File: src/rtl/pong_pixel_renderer.sv
// Pong playfield renderer: ball, left paddle and background with 1-clock registered RGB/syncs.
// Optional 1-pixel white playfield border when PONG_BORDER_EN is defined.
module pong_pixel_renderer #(
  parameter int unsigned ResolutionSize = 10,
  parameter int unsigned ColorSize      = 4,
  parameter int unsigned BallSize       = 8,
  parameter int unsigned PaddleWidth    = 8,
  parameter int unsigned PaddleHeight   = 48,
  parameter int unsigned PaddleX        = 16,
  parameter int unsigned BallStep       = 2,
  parameter int unsigned PaddleStep     = 4
) (
  input  logic                      clock,
  input  logic                      reset,
  input  logic [ResolutionSize-1:0] Xresolution,
  input  logic [ResolutionSize-1:0] Yresolution,
  input  logic [ResolutionSize-1:0] xpos,
  input  logic [ResolutionSize-1:0] ypos,
  input  logic                      hsync_in,
  input  logic                      vsync_in,
  input  logic                      up,
  input  logic                      down,
  input  logic                      serve,
  output logic [ColorSize-1:0]      red,
  output logic [ColorSize-1:0]      green,
  output logic [ColorSize-1:0]      blue,
  output logic                      hsync,
  output logic                      vsync,
  output logic                      miss,
  output logic [3:0]                score
);

  // One extra bit so edge sums never wrap.
  localparam int unsigned W = ResolutionSize + 1;
  typedef logic [W-1:0] wide_t;
  typedef logic [ResolutionSize-1:0] pos_t;

  localparam wide_t BallW   = wide_t'(BallSize);
  localparam wide_t PadXW   = wide_t'(PaddleX);
  localparam wide_t PadWW   = wide_t'(PaddleWidth);
  localparam wide_t PadHW   = wide_t'(PaddleHeight);
  localparam wide_t StepW   = wide_t'(BallStep);
  localparam wide_t PStepW  = wide_t'(PaddleStep);
  localparam logic [ColorSize-1:0] Ones = {ColorSize{1'b1}};

  typedef enum logic [1:0] {StIdle = 2'd0, StPlay = 2'd1, StMiss = 2'd2} state_e;

  state_e state_q;
  pos_t   ball_x_q, ball_y_q, paddle_y_q;
  logic   dx_q, dy_q;
  logic   vsync_prev_q;
  logic   tick;

  wide_t xw, yw, xres_w, yres_w, bx_w, by_w, py_w;
  assign xw     = {1'b0, xpos};
  assign yw     = {1'b0, ypos};
  assign xres_w = {1'b0, Xresolution};
  assign yres_w = {1'b0, Yresolution};
  assign bx_w   = {1'b0, ball_x_q};
  assign by_w   = {1'b0, ball_y_q};
  assign py_w   = {1'b0, paddle_y_q};

  assign tick = vsync_prev_q & ~vsync;

  // Pixel classification
  logic active, ball_hit, paddle_hit;
  logic [ColorSize-1:0] red_d, green_d, blue_d;
  assign active     = (xpos < Xresolution) && (ypos < Yresolution);
  assign ball_hit   = (xw >= bx_w) && (xw < bx_w + BallW) && (yw >= by_w) && (yw < by_w + BallW);
  assign paddle_hit = (xw >= PadXW) && (xw < PadXW + PadWW) &&
                      (yw >= py_w) && (yw < py_w + PadHW);

`ifdef PONG_BORDER_EN
  logic border;
  assign border = (xw == '0) || (xw == xres_w - wide_t'(1)) ||
                  (yw == '0) || (yw == yres_w - wide_t'(1));
`endif

  always_comb begin
    red_d   = '0;
    green_d = '0;
    blue_d  = '0;
    if (active) begin
      if (ball_hit) begin
        red_d   = Ones;
        green_d = Ones;
        blue_d  = Ones;
      end else if (paddle_hit) begin
        green_d = Ones;
`ifdef PONG_BORDER_EN
      end else if (border) begin
        red_d   = Ones;
        green_d = Ones;
        blue_d  = Ones;
`endif
      end
    end
  end

  always_ff @(posedge clock or posedge reset) begin
    if (reset) begin
      red          <= '0;
      green        <= '0;
      blue         <= '0;
      hsync        <= 1'b1;
      vsync        <= 1'b1;
      vsync_prev_q <= 1'b1;
    end else begin
      red          <= red_d;
      green        <= green_d;
      blue         <= blue_d;
      hsync        <= hsync_in;
      vsync        <= vsync_in;
      vsync_prev_q <= vsync;
    end
  end

  // Next-position decisions, all based on pre-move positions
  wide_t pad_max, pad_next, y_next, centre_x, centre_y;
  logic  dy_next, overlap, x_wall, x_pad, x_miss;

  assign pad_max  = yres_w - PadHW;
  assign centre_x = (xres_w - BallW) >> 1;
  assign centre_y = (yres_w - BallW) >> 1;
  assign overlap  = (by_w < py_w + PadHW) && (py_w < by_w + BallW);
  assign x_wall   = dx_q && (bx_w + BallW + StepW >= xres_w);
  assign x_pad    = !dx_q && (bx_w <= PadXW + PadWW + StepW) && overlap;
  assign x_miss   = !dx_q && (bx_w <= StepW) && !overlap;

  always_comb begin
    pad_next = py_w;
    if (up && !down) begin
      pad_next = (py_w <= PStepW) ? '0 : py_w - PStepW;
    end else if (down && !up) begin
      pad_next = (py_w + PStepW > pad_max) ? pad_max : py_w + PStepW;
    end
  end

  always_comb begin
    y_next  = dy_q ? by_w + StepW : by_w - StepW;
    dy_next = dy_q;
    if (!dy_q && (by_w <= StepW)) begin
      y_next  = '0;
      dy_next = 1'b1;
    end else if (dy_q && (by_w + BallW + StepW >= yres_w)) begin
      y_next  = yres_w - BallW;
      dy_next = 1'b0;
    end
  end

  always_ff @(posedge clock or posedge reset) begin
    if (reset) begin
      state_q    <= StIdle;
      ball_x_q   <= '0;
      ball_y_q   <= '0;
      paddle_y_q <= '0;
      dx_q       <= 1'b1;
      dy_q       <= 1'b1;
      miss       <= 1'b0;
      score      <= '0;
    end else begin
      miss <= 1'b0;
      if (tick) paddle_y_q <= pad_next[ResolutionSize-1:0];
      unique case (state_q)
        StIdle: begin
          ball_x_q <= centre_x[ResolutionSize-1:0];
          ball_y_q <= centre_y[ResolutionSize-1:0];
          if (tick && serve) begin
            state_q <= StPlay;
            dx_q    <= 1'b1;
            dy_q    <= 1'b1;
            score   <= '0;
          end
        end
        StPlay: begin
          if (tick) begin
            ball_y_q <= y_next[ResolutionSize-1:0];
            dy_q     <= dy_next;
            if (x_wall) begin
              dx_q     <= 1'b0;
              ball_x_q <= pos_t'(xres_w - BallW);
            end else if (x_pad) begin
              dx_q     <= 1'b1;
              ball_x_q <= pos_t'(PadXW + PadWW);
              if (score != 4'hf) score <= score + 4'd1;
            end else if (x_miss) begin
              ball_x_q <= '0;
              state_q  <= StMiss;
              miss     <= 1'b1;
            end else begin
              ball_x_q <= dx_q ? pos_t'(bx_w + StepW) : pos_t'(bx_w - StepW);
            end
          end
        end
        StMiss: begin
          if (tick) state_q <= StIdle;
        end
        default: state_q <= StIdle;
      endcase
    end
  end

endmodule

File: config.mk
export PLATFORM = sky130hd
export DESIGN_NAME = pong_pixel_renderer
export DESIGN_NICKNAME = d
export VERILOG_FILES = /design/src/rtl/pong_pixel_renderer.sv
export SDC_FILE = /design/constraint.sdc
export NUM_CORES = 1
export LEC_CHECK = 0
export ABC_AREA = 1
export CORE_ASPECT_RATIO = 0.6
export CORE_MARGIN = 4
export CORE_UTILIZATION = 54
export DETAILED_ROUTE_END_ITERATION = 6
export PLACE_DENSITY_LB_ADDON = 0.3
export SETUP_SLACK_MARGIN = 0.05
export SYNTH_ARGS = -nofsm -noshare
export SYNTH_HDL_FRONTEND = slang
export SYNTH_SLANG_ARGS = --single-unit
File: constraint.sdc
create_clock -name clock -period 2.8 [get_ports clock]
set_clock_uncertainty 0.2 [all_clocks]
set_input_delay 0.28 -clock clock [delete_from_list [all_inputs] [get_ports clock]]
set_output_delay 0.28 -clock clock [all_outputs]
set_load 0.005 [all_outputs]
==> results by group <==
Floorplanning
  • Vert. Die Dim: 97.7 um
  • Starting density of the core: 55.8%
  • Die outline area: 15400 sq um
  • Number of top-level design ports: 66
  • Die width: 158 um
  • Row Count: 32
  • Placeable core area: 13000 sq um

Global route
  • Grt total ovfl: 0
  • Global-route wire length before repair: 43700 um
  • Largest net degree at the start of global routing: 26
  • Number of antenna violations at the first check in global routing: 0
  • Total track usage: 36.2%
  • Vias in the first global route: 8171

Critical path
  • Type of element capturing the critical path: flop
  • Flop-to-flop setup slack: -0.44 ns
  • Worst Setup Start Kind: flop
  • Critical Path RT: 2.82 ns
  • Worst setup startpoint: ball_y_q[3]
  • Arrival time of data at the critical path endpoint: 3.27 ns
  • Critical register-to-register path startpoint: ball_y_q[3]
  • Setup Crit Path Kind: reg2reg
  • Crit path max fanout: 6

Route
  • Antenna Violating Nets Remaining: 0
  • Pre-antenna DRT Iters: 7
  • Final wirelength: 29900 um
  • Via-per-instance ratio: 5.99
  • Mean routed wirelength per cell: 20.2 um
  • DRC Markers: 4
  • Vias: 8873
  • Initial drt markers: 1279

Place
  • Post-Place Cell Area: 9200 sq um
  • Total instance count after detailed placement: 1445
  • Dpl hpwl: 21900 um
  • Routability-driven placement congestion ratio: 1.02
  • Count of port buffers added during placement: 65

STA
  • Max Clock Freq: 0.308 GHz
  • Final Setup Violations: 39
  • Setup slack after layout: -0.445 ns
  • Relative slew slack: 57.4%
  • Slew @ Worst Pin: 0.638 ns
  • Endpoints failing hold: 0
  • Shortest clock period the worst path allows after layout: 3.24 ns
  • Unrepaired setup endpoints after global routing: yes
  • Pins over their slew limit: 0
  • Final cycle utilization of the critical path: 116%

Power and ir drop
  • Worst vdd ir: 0.745 mV
  • Static Leakage: 5.29 nW
  • Pwr per Cell Area: 1210 nW/um^2
  • Final total power: 12.7 mW

CTS
  • Worst-case clock buffer depth: 2
  • Clock sink count: 44
  • Clock Tree Root: sky130_fd_sc_hd__clkbuf_16
  • CTS H-Tree Depth: 2
  • Clock insertion delay at the later pin of the skew report: 0.30 ns
  • Clock transition at the registers of the reported paths: 0.08 ns
  • CTS Buf Count: 5
  • Clock tree from TritonCTS: done
  • Number of buffers inserted for hold repair after clock tree synthesis: 0

Final layout
  • Fraction of layout cells with a size suffix above 1: 30.9%
  • Synth-to-Final Area Change: 45.0%
  • Count of filler cells inserted in the layout: 790
  • Total number of nets in the final design: 1497
  • Leading cell type in the layout, fill and taps excluded: sky130_fd_sc_hd__nand2_1
  • Area of all placed cells without fillers: 10500 sq um
  • Commonest non-fill, non-tap cells in the layout: sky130_fd_sc_hd__nand2_1, sky130_fd_sc_hd__buf_4, sky130_fd_sc_hd__inv_1
  • Post-route insts no fill: 1481

Logic synthesis
  • Synth Cell Area: 7240 sq um
  • Synthesis Warnings: 0
  • Post-synthesis sequential area ratio: 15.3%
  • Number of synthesized flops with an enable pin: 0
  • Number of distinct library cells after synthesis: 49
  • Fraction of registers with async set/reset: 100%
  • Synthesis-stage register bit count: 44
  • Top flip-flop cell by instance count after synthesis: sky130_fd_sc_hd__dfrtp_1
  • Post-Syn Area per Cell: 6.72 sq um
  • Cells after synthesis: 1078
  • Mapped Nets: 1266

Worst hold path
  • Worst hold path class: in2async

Status
  • Violated checks: DRC, setup timing
  • Result of the run: finished, violations left

Run
  • Max-cap viol count: 0
## sequential cells by signal, indices dropped and copies added, names as in the netlist
name / flops
state_q: 2
ball_x_q: 10
blue: 1
score: 4
dy_q: 1
green: 1
hsync: 1
ball_y_q: 10
vsync: 1
paddle_y_q: 10
miss: 1
vsync_prev_q: 1
dx_q: 1
## worst paths after layout
check	end	depth (start not counted)
max in group asynchronous	dy_q	3
max reg2reg	ball_y_q[6]	20
min reg2reg	vsync_prev_q	0
min in group clock	vsync_prev_q	0
max	ball_y_q[6]	20
min	ball_y_q[0]	2
## cell usage after synthesis, types with 12 or more instances
library cell / n / area, sq um
sky130_fd_sc_hd__nor2_1: 92 / 345
sky130_fd_sc_hd__inv_2: 12 / 45.0
sky130_fd_sc_hd__xor2_1: 46 / 403
sky130_fd_sc_hd__inv_1: 134 / 503
sky130_fd_sc_hd__o21ai_0: 50 / 250
sky130_fd_sc_hd__nand2_1: 247 / 927
sky130_fd_sc_hd__buf_4: 14 / 105
sky130_fd_sc_hd__ha_1: 141 / 1760
sky130_fd_sc_hd__nor3_1: 14 / 70.1
sky130_fd_sc_hd__dfrtp_1: 39 / 976
sky130_fd_sc_hd__nand4_1: 18 / 113
sky130_fd_sc_hd__a21oi_1: 68 / 340
sky130_fd_sc_hd__nand3_1: 65 / 325
sky130_fd_sc_hd__nand2_2: 22 / 138
## layout make-up
| type | count | area, sq um | share of cell area (%) |
|---|---|---|---|
| diodes | 1 | 2.50 | 0.0238 |
| clock buffers | 5 | 125 | 1.19 |
| clock inverters | 3 | 46.3 | 0.441 |
| inverters | 150 | 583 | 5.55 |
| multi-input cells | 856 | 6290 | 59.8 |
| flip-flops and latches | 44 | 1120 | 10.6 |
| well taps | 170 | 213 | 2.02 |
| repair buffers | 252 | 2130 | 20.3 |
## stage by stage
| stage | worst slack [ns] | utilization [%] | hold slack, ns | TNS [ns] |
|---|---|---|---|---|
| after floorplan | -0.0302 | - | 0.0845 | -0.190 |
| after global placement | -0.289 | 70.9 | 0.168 | -8.41 |
| after detailed placement | -0.300 | 70.9 | 0.169 | -9.09 |
| after CTS | -0.179 | 77.9 | 0.181 | -3.46 |
| after global routing | -0.593 | 81.0 | 0.185 | -16.35 |
| final | -0.445 | 81.0 | 0.176 | -11.91 |
## repair_timing
item                       4_1_cts  5_1_grt
gates cloned                     1        0
resized for setup              147       84
setup buffers                   18        8
setup endpoints to repair       39       41
pin swaps                       61       58
## layer usage
| layer | wire length (um) | track usage (%) |
|---|---|---|
| met4 | 645 | 6.35 |
| met5 | 0 | 0 |
| met3 | 5250 | 16.4 |
| met1 | 12700 | 54.9 |
| met2 | 11400 | 46.7 |
## critical path, cell delays in order, from the launching register on
cell and delay [ns]:
sky130_fd_sc_hd__dfrtp_2 0.46, sky130_fd_sc_hd__buf_6 0.15, sky130_fd_sc_hd__inv_8 0.07, sky130_fd_sc_hd__buf_4 0.13
sky130_fd_sc_hd__ha_4 0.13, sky130_fd_sc_hd__nand2_2 0.08, sky130_fd_sc_hd__nor3_2 0.28, sky130_fd_sc_hd__xor2_1 0.23
sky130_fd_sc_hd__inv_1 0.12, sky130_fd_sc_hd__ha_4 0.28, sky130_fd_sc_hd__nand4_1 0.09, sky130_fd_sc_hd__nand3_1 0.08
sky130_fd_sc_hd__nand2_1 0.05, sky130_fd_sc_hd__nand2_1 0.07, sky130_fd_sc_hd__nand2_2 0.07, sky130_fd_sc_hd__nand2_4 0.10
sky130_fd_sc_hd__nand2_4 0.08, sky130_fd_sc_hd__buf_12 0.16, sky130_fd_sc_hd__nand2_4 0.06, sky130_fd_sc_hd__nand3_4 0.08
sky130_fd_sc_hd__a21oi_4 0.17
## where the power goes
part / total [mW] / switching [mW] / internal (mW)
sequential: 1.35 / 0.474 / 0.876
combinational: 10.6 / 6.07 / 4.50
clock: 0.737 / 0.311 / 0.426
total: 12.7 / 6.86 / 5.81
## cell families (layout without fill, tap and decap cells)
family	count (synthesis)	after routing	synth area share, %
AOI/OAI and AO/OA	173	173	13.8
other	0	1	0
and+or+nand+nor	486	486	29.5
adders and majority gates	141	141	24.4
buffers and inverters	178	410	10.3
DFF	44	44	15.3
xor gates and xnor gates	56	56	6.87
No activity file was read; power rests on OpenSTA's default activity.
